===== config.mk =====
export PLATFORM = sky130hd
export DESIGN_NAME = alu_share_arbiter
export DESIGN_NICKNAME = d
export VERILOG_FILES = /design/src/rtl/alu_share_arbiter.sv
export SDC_FILE = /design/constraint.sdc
export NUM_CORES = 1
export LEC_CHECK = 0
export ABC_CLOCK_PERIOD_IN_PS = 2600
export CORE_MARGIN = 5
export CORE_UTILIZATION = 38
export DETAILED_ROUTE_END_ITERATION = 7
export GPL_ROUTABILITY_DRIVEN = 0
export HOLD_SLACK_MARGIN = 0.02
export PLACE_DENSITY_LB_ADDON = 0.25
export SETUP_SLACK_MARGIN = 0.02
export SLEW_MARGIN = 0
export SYNTH_ARGS = -nofsm -noshare
export SYNTH_HDL_FRONTEND = slang
export SYNTH_SLANG_ARGS = --single-unit
export TNS_END_PERCENT = 50

===== constraint.sdc =====
create_clock -name clk -period 2.6 [get_ports clk]
set_input_delay 0.52 -clock clk [delete_from_list [all_inputs] [get_ports clk]]
set_output_delay 0.52 -clock clk [all_outputs]
set_load 0.05 [all_outputs]

===== src/rtl/alu_share_arbiter.sv =====
// alu_share_arbiter
//   Time-shares one external combinational ALU between two requesters.
//   Requests are arbitrated round-robin, the winning operands are registered
//   onto the ALU, the result is captured one cycle later and returned to the
//   winner over its own valid/ready response channel.
//
// Ports
//   clk, reset                  clock (rising edge), synchronous active-high reset
//   req{0,1}_valid/_ready       request handshake per requester
//   req{0,1}_op/_a/_b           opcode and operands per requester
//   rsp{0,1}_valid/_ready       response handshake per requester
//   rsp_data                    captured ALU result (shared by both responses)
//   busy                        high whenever an operation is in flight
//   alu_s/alu_a/alu_b           registered opcode/operands driven to the ALU
//   alu_r                       combinational result from the ALU
//   stat{0,1}_cnt               completed-response counters
//
// Build option
//   ALU_ARB_STATS_EN  when defined, stat{0,1}_cnt count response handshakes
//                     (wrapping); when undefined they are tied to zero.
//
// States
//   ST_IDLE | waiting for a request, arbitration active
//   ST_EXEC | ALU evaluating the registered operands
//   ST_RESP | result held on rsp_data until the owner takes it

module alu_share_arbiter #(
  parameter int DATA_W = 4,
  parameter int OP_W   = 3,
  parameter int RES_W  = 8,
  parameter int CNT_W  = 16
) (
  input  logic              clk,
  input  logic              reset,
  input  logic              req0_valid,
  output logic              req0_ready,
  input  logic [OP_W-1:0]   req0_op,
  input  logic [DATA_W-1:0] req0_a,
  input  logic [DATA_W-1:0] req0_b,
  input  logic              req1_valid,
  output logic              req1_ready,
  input  logic [OP_W-1:0]   req1_op,
  input  logic [DATA_W-1:0] req1_a,
  input  logic [DATA_W-1:0] req1_b,
  output logic              rsp0_valid,
  input  logic              rsp0_ready,
  output logic              rsp1_valid,
  input  logic              rsp1_ready,
  output logic [RES_W-1:0]  rsp_data,
  output logic              busy,
  output logic [OP_W-1:0]   alu_s,
  output logic [DATA_W-1:0] alu_a,
  output logic [DATA_W-1:0] alu_b,
  input  logic [RES_W-1:0]  alu_r,
  output logic [CNT_W-1:0]  stat0_cnt,
  output logic [CNT_W-1:0]  stat1_cnt
);

  typedef enum logic [1:0] {
    ST_IDLE = 2'd0,
    ST_EXEC = 2'd1,
    ST_RESP = 2'd2
  } state_t;

  state_t              r_state;
  state_t              w_state_nxt;
  // Requester granted most recently; also identifies the owner of the
  // operation in flight, since it is only updated on a request handshake.
  logic                r_last_grant;
  logic [OP_W-1:0]     r_alu_s;
  logic [DATA_W-1:0]   r_alu_a;
  logic [DATA_W-1:0]   r_alu_b;
  logic [RES_W-1:0]    r_rsp_data;

  logic                w_grant;
  logic                w_req_hs;

  // Round-robin: on a tie the requester that did not win last time goes.
  always_comb begin
    w_grant = 1'b0;
    if (req0_valid && req1_valid) begin
      w_grant = ~r_last_grant;
    end else if (req1_valid) begin
      w_grant = 1'b1;
    end
  end

  always_comb begin
    w_state_nxt = r_state;
    req0_ready  = 1'b0;
    req1_ready  = 1'b0;
    rsp0_valid  = 1'b0;
    rsp1_valid  = 1'b0;
    w_req_hs    = 1'b0;
    case (r_state)
      ST_IDLE: begin
        // Masked during reset so nothing is accepted on the reset edge.
        if (!reset) begin
          req0_ready = req0_valid && !w_grant;
          req1_ready = req1_valid && w_grant;
        end
        w_req_hs = req0_ready || req1_ready;
        if (w_req_hs) begin
          w_state_nxt = ST_EXEC;
        end
      end
      ST_EXEC: begin
        w_state_nxt = ST_RESP;
      end
      ST_RESP: begin
        // An aborted result must never be seen as delivered.
        if (!reset) begin
          rsp0_valid = !r_last_grant;
          rsp1_valid = r_last_grant;
        end
        if ((rsp0_valid && rsp0_ready) || (rsp1_valid && rsp1_ready)) begin
          w_state_nxt = ST_IDLE;
        end
      end
      default: begin
        w_state_nxt = ST_IDLE;
      end
    endcase
  end

  always_ff @(posedge clk) begin
    if (reset) begin
      r_state      <= ST_IDLE;
      r_last_grant <= 1'b1;
      r_alu_s      <= '0;
      r_alu_a      <= '0;
      r_alu_b      <= '0;
      r_rsp_data   <= '0;
    end else begin
      r_state <= w_state_nxt;
      if (w_req_hs) begin
        r_last_grant <= w_grant;
        r_alu_s      <= w_grant ? req1_op : req0_op;
        r_alu_a      <= w_grant ? req1_a  : req0_a;
        r_alu_b      <= w_grant ? req1_b  : req0_b;
      end
      if (r_state == ST_EXEC) begin
        r_rsp_data <= alu_r;
      end
    end
  end

  assign busy     = (r_state != ST_IDLE);
  assign alu_s    = r_alu_s;
  assign alu_a    = r_alu_a;
  assign alu_b    = r_alu_b;
  assign rsp_data = r_rsp_data;

`ifdef ALU_ARB_STATS_EN
  logic [CNT_W-1:0] r_stat0_cnt;
  logic [CNT_W-1:0] r_stat1_cnt;

  always_ff @(posedge clk) begin
    if (reset) begin
      r_stat0_cnt <= '0;
      r_stat1_cnt <= '0;
    end else begin
      if (rsp0_valid && rsp0_ready) begin
        r_stat0_cnt <= r_stat0_cnt + CNT_W'(1);
      end
      if (rsp1_valid && rsp1_ready) begin
        r_stat1_cnt <= r_stat1_cnt + CNT_W'(1);
      end
    end
  end

  assign stat0_cnt = r_stat0_cnt;
  assign stat1_cnt = r_stat1_cnt;
`else
  assign stat0_cnt = '0;
  assign stat1_cnt = '0;
`endif

endmodule


# --- Yosys cells after proc, flatten, opt, wreduce, memory -nomap -nowiden ---
# Cells that the tools add are included.
classes:
  add_sub_neg: 0
  mul: 0
  n_div: 0
  n_lt_le_gt_ge: 0
  n_eq_ne: 4
  shift: 0
  n_mux: 21
  bitwise: 1
  n_reduce_logical: 12
ops:
  columns: ["operator", "n"]
  rows:
  - ["2-to-1 mux 1 bit", 15]
  - ["2-to-1 mux 4 bit", 2]
  - ["one-hot mux 2 bit (3 select lines)", 1]
  - ["logical AND 1 bit", 5]
  - ["2-to-1 mux 2 bit", 2]
  - ["!= test 2 bit (second input constant)", 2]
  - ["2-to-1 mux 3 bit", 1]
  - ["== test 2 x 1 -> 1 bit (second input constant)", 1]
  - ["== test 2 bit (second input constant)", 1]
  - ["logical NOT 1 bit", 2]
  - ["logical NOT 2 bit", 1]
  - ["logical OR 1 bit", 2]
  - ["AND reduction 2 bit", 1]
  - ["nonzero test 2 bit", 1]
  - ["NOT 1 bit", 1]
word_totals:
  reg_bits: 22
  latch_bits: 0
  ram_bits: 0
  romBits: 0
  inputBits: 36
  output_inout_bits: 56
  elab_cells: 44
  memories: 0

# --- Depth between registers and ports, before layout ---
# Gate-level depths: netlist of run 1.
depth:
  ltp_word: 9
  ltp_mapped: 5

# --- Worst setup path before layout of run 1 ---
# OpenSTA, ideal clock, no wires.
synth_timing:
  kind: "input-to-output"
  start: "in reset"
  end: "out rsp0_valid"
  arrival_time_ps: 2515
  required_ps: 2080
  setup_slack_ps: -435
  stages: 3
  n_path_buf: 2
  cell_sequence: "clkbuf_1 buf_2 nor4b_1"
synth_between:
  elab_chain_cells: 3
synth_rtl:
  columns: ["item", "line", "rtl"]
  rows:
  - ["from (decl)", "34", "input logic reset,"]
  - ["2-to-1 mux 1 bit", "112", "if (!reset) begin"]
  - ["2-to-1 mux 1 bit (2 in a row)", "95", "case (r_state)"]
  - ["to (decl)", "45", "output logic rsp0_valid,"]
# Every way passes these cells. The select of a mux whose other input is x is not followed.

# --- Worst setup path in the final report of run 1 ---
layout_timing:
  start: "reg r_state[1]"
  end: "out req1_ready"
layout_between:
  elab_chain_cells: 2
layout_rtl:
  columns: ["item", "line", "rtl"]
  rows:
  - ["from (decl)", "65", "state_t r_state;"]
  - ["from (signal assigned)", "135", "r_state <= w_state_nxt;"]
  - ["logical NOT 2 bit", "95", null]
  - ["2-to-1 mux 1 bit", "95", null]
  - ["to (decl)", "41", "output logic req1_ready,"]
# Every way passes these cells.

==> results.md, run 1 <==
- Num rows: 21
- Unique masters post-synth: 25
- CP Launch Type: flop
- Die area: 4802 um2
- Worst Path Required: 2080 ps
- IO Count: 92
- Max Slew Vio Count: 0
- First-pass GRT wire length: 5830 um
- Top layer in use: met4
- Worst r2r src: r_state[1]$_SDFFE_PP0P_
- Cell taking the most area after synthesis: dfxtp_1
- Pin count of the biggest net entering global routing: 15
- Yosys top cell area share: 32.96%
- Status: complete, no violations
- Setup Skew: 2.098 ps
- Post-CTS Setup Inserts: 0
- Tcrit/Tclk final: 97.40%
- Critical Path Sink Type: output port
- Max-cap check violation count: 0
- Syn-to-layout area delta: 43.07%
- Yosys Warn Count: 0
- Detailed Routing Iterations Pass 1: 5
- CTS sink count: 22
- Ranking of synthesized cells by area: dfxtp_1 33%, buf_4 20%, a21oi_1 7.5%, nor4b_2 6.7%, nand2_1 4.8%
- Post-DP HPWL: 2819 um
- Setup TNS: 0 ps
- Layout cells sized above 1: 13.94%
- Count of flip-flops with a built-in enable after synthesis: 0
- Clk slew on worst S/H paths: 120 ps
- GRT overflow: 0
- Worst Hold Class: flop to flop
- Final Hold Fails: 0
- Port Buffers: 59
- Vias: 1229
- Routed WL: 3570 um
- WL met2: 1795 um
- Die Ht: 69.30 um
- Number of global-route vias before repair: 1244
- Hold_buf cts: 0
- FFs w/ async S/R, synth: 0%
- Htree depth: 1
- Fillers: 319
- N_diodes: 0
- Final Critical Period: 2532 ps
- Initial core utilization: 39.73%
- RSZ-0062 raised after global routing: no
- Metal3 WL: 312 um
- Max Fclk: 0.3949 GHz
- Drt wl/cell: 14.06 um
- Seq/Total Area, Yosys: 32.96%
- Static Leak: 0.7212 nW
- Routed vias/inst: 4.839
- Post-synthesis instance total: 152
- Synth Register Bits: 22
- PwrDens: 573.3 nW/um2
- Worst slew pin tran: 594.6 ps
- Met1 wire length: 1373 um
- Drt drc: 0
- Core Util, Final: 56.85%
- PostCTS Resize Cnt: 0
- VDD IR max: 0.0002526 V
- Avg Synthesized Cell Area: 8.791 um2
- Clk buf depth: 2
- CORE AREA: 3363 um2
- GRT Overall Usage: 14.40%
- Die W: 69.30 um
- Critical path arrival: 2010 ps
- Final net count: 245
- Clock tree root buffer cell: clkbuf_4
- Final setup fails: 0
- Post-Syn Area: 1336 um2
- Max FO, Critical Path: 14
- CTS buffer count: 3
- Iteration-0 DRC Markers: 44
- Rel. slew slack: 60.18%
- Initial antenna violation count: 0
- CP Class: flop to output port
- TritonCTS clock tree: built
- CP startpoint: r_state[1]$_SDFFE_PP0P_
- Final ANT Viol Nets: 0
- Top_reg_cell synth: dfxtp_1
- Skew-Pair Late Insertion Delay: 310 ps
- Hold path start: rsp_data[2]$_SDFFE_PP0N_
sequential cells by signal, summed over array words and instances (netlist names):
register	flops
rsp_data	8
alu_a	4
alu_b	4
alu_s	3
r_state	2
r_last_grant	1
logic make-up (layout without fill, tap and decap cells):
family	after synthesis	after routing	synth area share [%]
compound gates	22	22	8.989
buf+inv	45	70	24.16
flops	22	22	32.96
mux	1	1	0.7491
other cells	1	32	0.2806
simple gates	61	61	32.87
placed cells by master, fill, tap and decap left out:
cell and instances:
nor3_1 12, nor2b_2 1, a21oi_1 20, nor4bb_1 1, a21bo_1 1, nor4_2 5, nor3b_1 1, dfxtp_1 22
nor4b_2 7, clkdlybuf4s50_1 55, nand3b_1 1, buf_12 4, nor4b_1 6, or2_1 1, nor2_4 1, clkbuf_8 1
inv_4 1, mux2i_1 1, buf_4 6, clkbuf_4 3, nor4_1 6, a221o_1 1, nand2b_1 1, conb_1 32
nand2_1 17, nor2b_1 1
report_power, final:
part / switching, mW / internal, mW / leakage [nW]
Sequential: 0.0259 / 0.372 / 0.182
Clock: 0.106 / 0.0855 / 0.0210
Combinational: 0.338 / 0.168 / 0.518
path summary, 6_finish.rpt:
| kind | slack, ps | end | depth (start not counted) |
|---|---|---|---|
| hold / removal | 460 | rsp_data[2]$_SDFFE_PP0N_ | 2 |
| hold reg to reg | 460 | rsp_data[2]$_SDFFE_PP0N_ | 2 |
| setup reg to reg | 990 | alu_s[2]$_SDFFE_PP0P_ | 5 |
| setup / recovery | 70 | req1_ready | 5 |
cell type report:
class                      count  area, um2  area share [%]
clock buffer                   4      36.28           1.898
inverter                       1      6.256          0.3272
multi-input combinational    116      695.7           36.39
sequential                    22      440.4           23.04
tap                           46      57.56           3.010
timing repair buffer          65      675.6           35.34
Yosys cell counts (2+ instances only):
cell,instances
buf_4,35
dfxtp_1,22
a21oi_1,20
nand2_1,17
nor3_1,12
nor4b_1,7
nor4_1,6
nor4b_2,6
nor4_2,5
buf_2,4
clkbuf_1,3
buf_6,2
layer usage:
metal / global-route usage (%) / up-vias
li1: - / 585
met1: 15.76 / 565
met2: 25.00 / 69
met3: 4.638 / 10
met4: 6.725 / 0
met5: 0 / -
worst max-delay path, cell delays in order (launching register included):
cell and delay [ps]:
dfxtp_1 400, nor2_4 350, inv_4 140, buf_4 220
nor3_1 390, buf_12 190
per-stage QoR:
stage | instances | setup WS, ps | hold slack [ps] | area, um2 | power (mW)
floorplan | 183 | -155.0 | 533.1 | 1459 | 0.7984
global placement | 250 | 217.0 | 446.1 | 1876 | 0.9046
detailed placement | 250 | 203.4 | 450.7 | 1876 | 0.9113
CTS | 254 | 79.15 | 468.7 | 1912 | 1.105
global route | 254 | 30.27 | 485.8 | 1912 | 1.142
finish | 254 | 67.68 | 464.8 | 1912 | 1.096
(Power assumes the default switching activity.)
==> inputs of run 2 (changes only) <==
ABC_CLOCK_PERIOD_IN_PS = not set   (was 2600)
GPL_TIMING_DRIVEN = 0   (was not set)
==> results.md, run 2 (synthesized netlist as in run 1, its figures left out) <==
- Status: complete, no violations
- Max FO, Critical Path: 10 (-4)
- Final setup fails: 0 (unchanged)
- Skew-Pair Late Insertion Delay: 310 ps (about the same)
- Initial core utilization: 39.73% (unchanged)
- CTS sink count: 22 (unchanged)
- Drt wl/cell: 12.09 um (-14%)
- Iteration-0 DRC Markers: 38 (-14%)
- R2R Setup Slk: 1310 ps (+320 ps)
- Max-cap check violation count: 0 (unchanged)
- Min-Delay Endpoint: rsp_data[1]$_SDFFE_PP0N_
- Post-DP HPWL: 2800 um (-0.68%)
- Htree depth: 1 (unchanged)
- Die Ht: 69.30 um (unchanged)
- Worst Path Required: 2080 ps (about the same)
- RR Endpoint: alu_a[2]$_SDFFE_PP0P_
- DP Area: 2097 um2 (+12%)
- Routed WL: 3519 um (-1.4%)
- Worst r2r path cells: 5 (unchanged)
- Hold path start: rsp_data[1]$_SDFFE_PP0N_
- Core Util, Final: 64.03% (+7.2 points)
- Layout cells sized above 1: 25.31% (+11 points)
- Detailed Routing Iterations Pass 1: 4 (-1)
- PwrDens: 561.0 nW/um2 (-2.1%)
- N_diodes: 0 (unchanged)
- Syn-to-layout area delta: 61.14%
- Max Slew Vio Count: 0 (unchanged)
- VDD IR max: 0.0004134 V (+64%)
- Setup Skew: 6.240 ps (+4.142 ps)
- IO Count: 92 (unchanged)
- Final Hold Fails: 0 (unchanged)
- Commonest non-fill, non-tap cell in the layout: clkdlybuf4s50_1
- Number of flip-flops in the largest register: 8 (unchanged)
- Placed cells: 287 (+15%)
- Final worst slack: 55.74 ps (-11.94 ps)
- Most frequent cells in the layout: 54 x clkdlybuf4s50_1, 35 x buf_4, 32 x conb_1, 22 x dfxtp_1, 20 x a21oi_1
- Die W: 69.30 um (unchanged)
- Fin Hold WS: 462.3 ps (-2.562 ps)
- Final Critical Period: 2544 ps (+11.94 ps)
- Post-Place Worst Slack: -378.0 ps (-581.4 ps)
- Critical path arrival: 2020 ps (about the same)
- CP Launch Type: input port
- RSZ-0062 raised after global routing: yes
- Clk slew on worst S/H paths: 130 ps (about the same)
- Port Buffers: 58 (-1.7%)
- Final ANT Viol Nets: 0 (unchanged)
- CTS buffer count: 3 (unchanged)
- Post-CTS Setup Inserts: 0 (unchanged)
- Worst Hold Class: flop to flop
- Final net count: 282 (+15%)
- Clock tree root buffer cell: clkbuf_4
- Critical Path Sink Type: output port
- Num rows: 21 (unchanged)
- Die area: 4802 um2 (unchanged)
- GRT Overall Usage: 14.41% (about the same)
- Rel. slew slack: 65.75% (+5.6 points)
- Number of global-route vias before repair: 1220 (-1.9%)
- CP Class: input port to output port
- Post-route insts no fill: 291 (+15%)
- Max Fclk: 0.3930 GHz (-0.47%)
- Tcrit/Tclk final: 97.86% (+0.46 points)
- Vias: 1274 (+3.7%)
- Initial antenna violation count: 0 (unchanged)
- Cells on Worst Hold Path: 2 (unchanged)
- Total power: 1.208 mW (+10%)
- GRT overflow: 0 (unchanged)
- Worst slew pin tran: 512.2 ps (-82.47 ps)
- Worst r2r src: r_state[1]$_SDFFE_PP0P_
- TritonCTS clock tree: built
- Static Leak: 0.9209 nW (+28%)
- Drt drc: 0 (unchanged)
- Setup TNS: 0 ps (unchanged)
- CORE AREA: 3363 um2 (unchanged)
- Pin count of the biggest net entering global routing: 14 (-1)
- First-pass GRT wire length: 5844 um (+0.24%)
- Final instance area: 2153 um2 (+13%)
- Clk buf depth: 2 (unchanged)
- Routed vias/inst: 4.378 (-9.5%)
run 2: cell types whose count changed in the layout (fill, tap and decap cells not counted):
cell | previous run | this run
buf_12 | 4 | 0
buf_2 | 0 | 4
buf_4 | 6 | 35
buf_6 | 0 | 2
bufinv_16 | 0 | 1
clkbuf_1 | 0 | 3
clkbuf_8 | 1 | 0
clkdlybuf4s15_2 | 0 | 2
clkdlybuf4s50_1 | 55 | 54
dlygate4sd2_1 | 0 | 1
dlymetal6s2s_1 | 0 | 1
run 2: report_power, final:
| group | internal (mW) | switching, mW |
|---|---|---|
| clock network | 0.156 | 0.108 |
| logic | 0.203 | 0.345 |
| registers | 0.372 | 0.0240 |
| total | 0.731 | 0.477 |
run 2: layout make-up:
class / count / area [um2]
buffer: 44 / 316.6
clock buffer: 3 / 22.52
clock inverter: 1 / 30.03
fill: 325 / 1210
inverter: 1 / 6.256
multi-input combinational: 116 / 695.7
sequential: 22 / 440.4
tap: 46 / 57.56
timing repair buffer: 58 / 584.3
run 2: how the worst max path moves through the flow:
stage | startpoint | end | slack [ps] | depth (start not counted)
detailed placement | req0_valid | req0_ready | -380 | 4
global placement | req0_valid | req0_ready | -370 | 4
global route | req0_valid | req0_ready | 6 | 4
CTS | r_last_grant$_SDFFE_PP1P_ | rsp1_valid | 60 | 2
floorplan | reset | rsp1_valid | -160 | 2
finish | req0_valid | req0_ready | 60 | 4
run 2: metal layers:
metal / global-route usage, % / vias up / share of wire [%]
li1: - / 657 / -
met1: 16.75 / 566 / 42
met2: 24.47 / 51 / 49
met3: 6.667 / 0 / 9.2
met4: 2.386 / 0 / 0
met5: 0 / - / 0
run 2: repair_timing:
item	in CTS	in global routing
hold endpoints to repair	0	0
gates resized for setup	9	1
hold buffers	0	0
gates cloned	0	0
endpoints found under the setup margin	3	2
run 2: critical path: stages:
cell and delay (ps):
clkdlybuf4s50_1 540, clkbuf_1 300, nor4b_2 250, clkdlybuf4s15_2 410
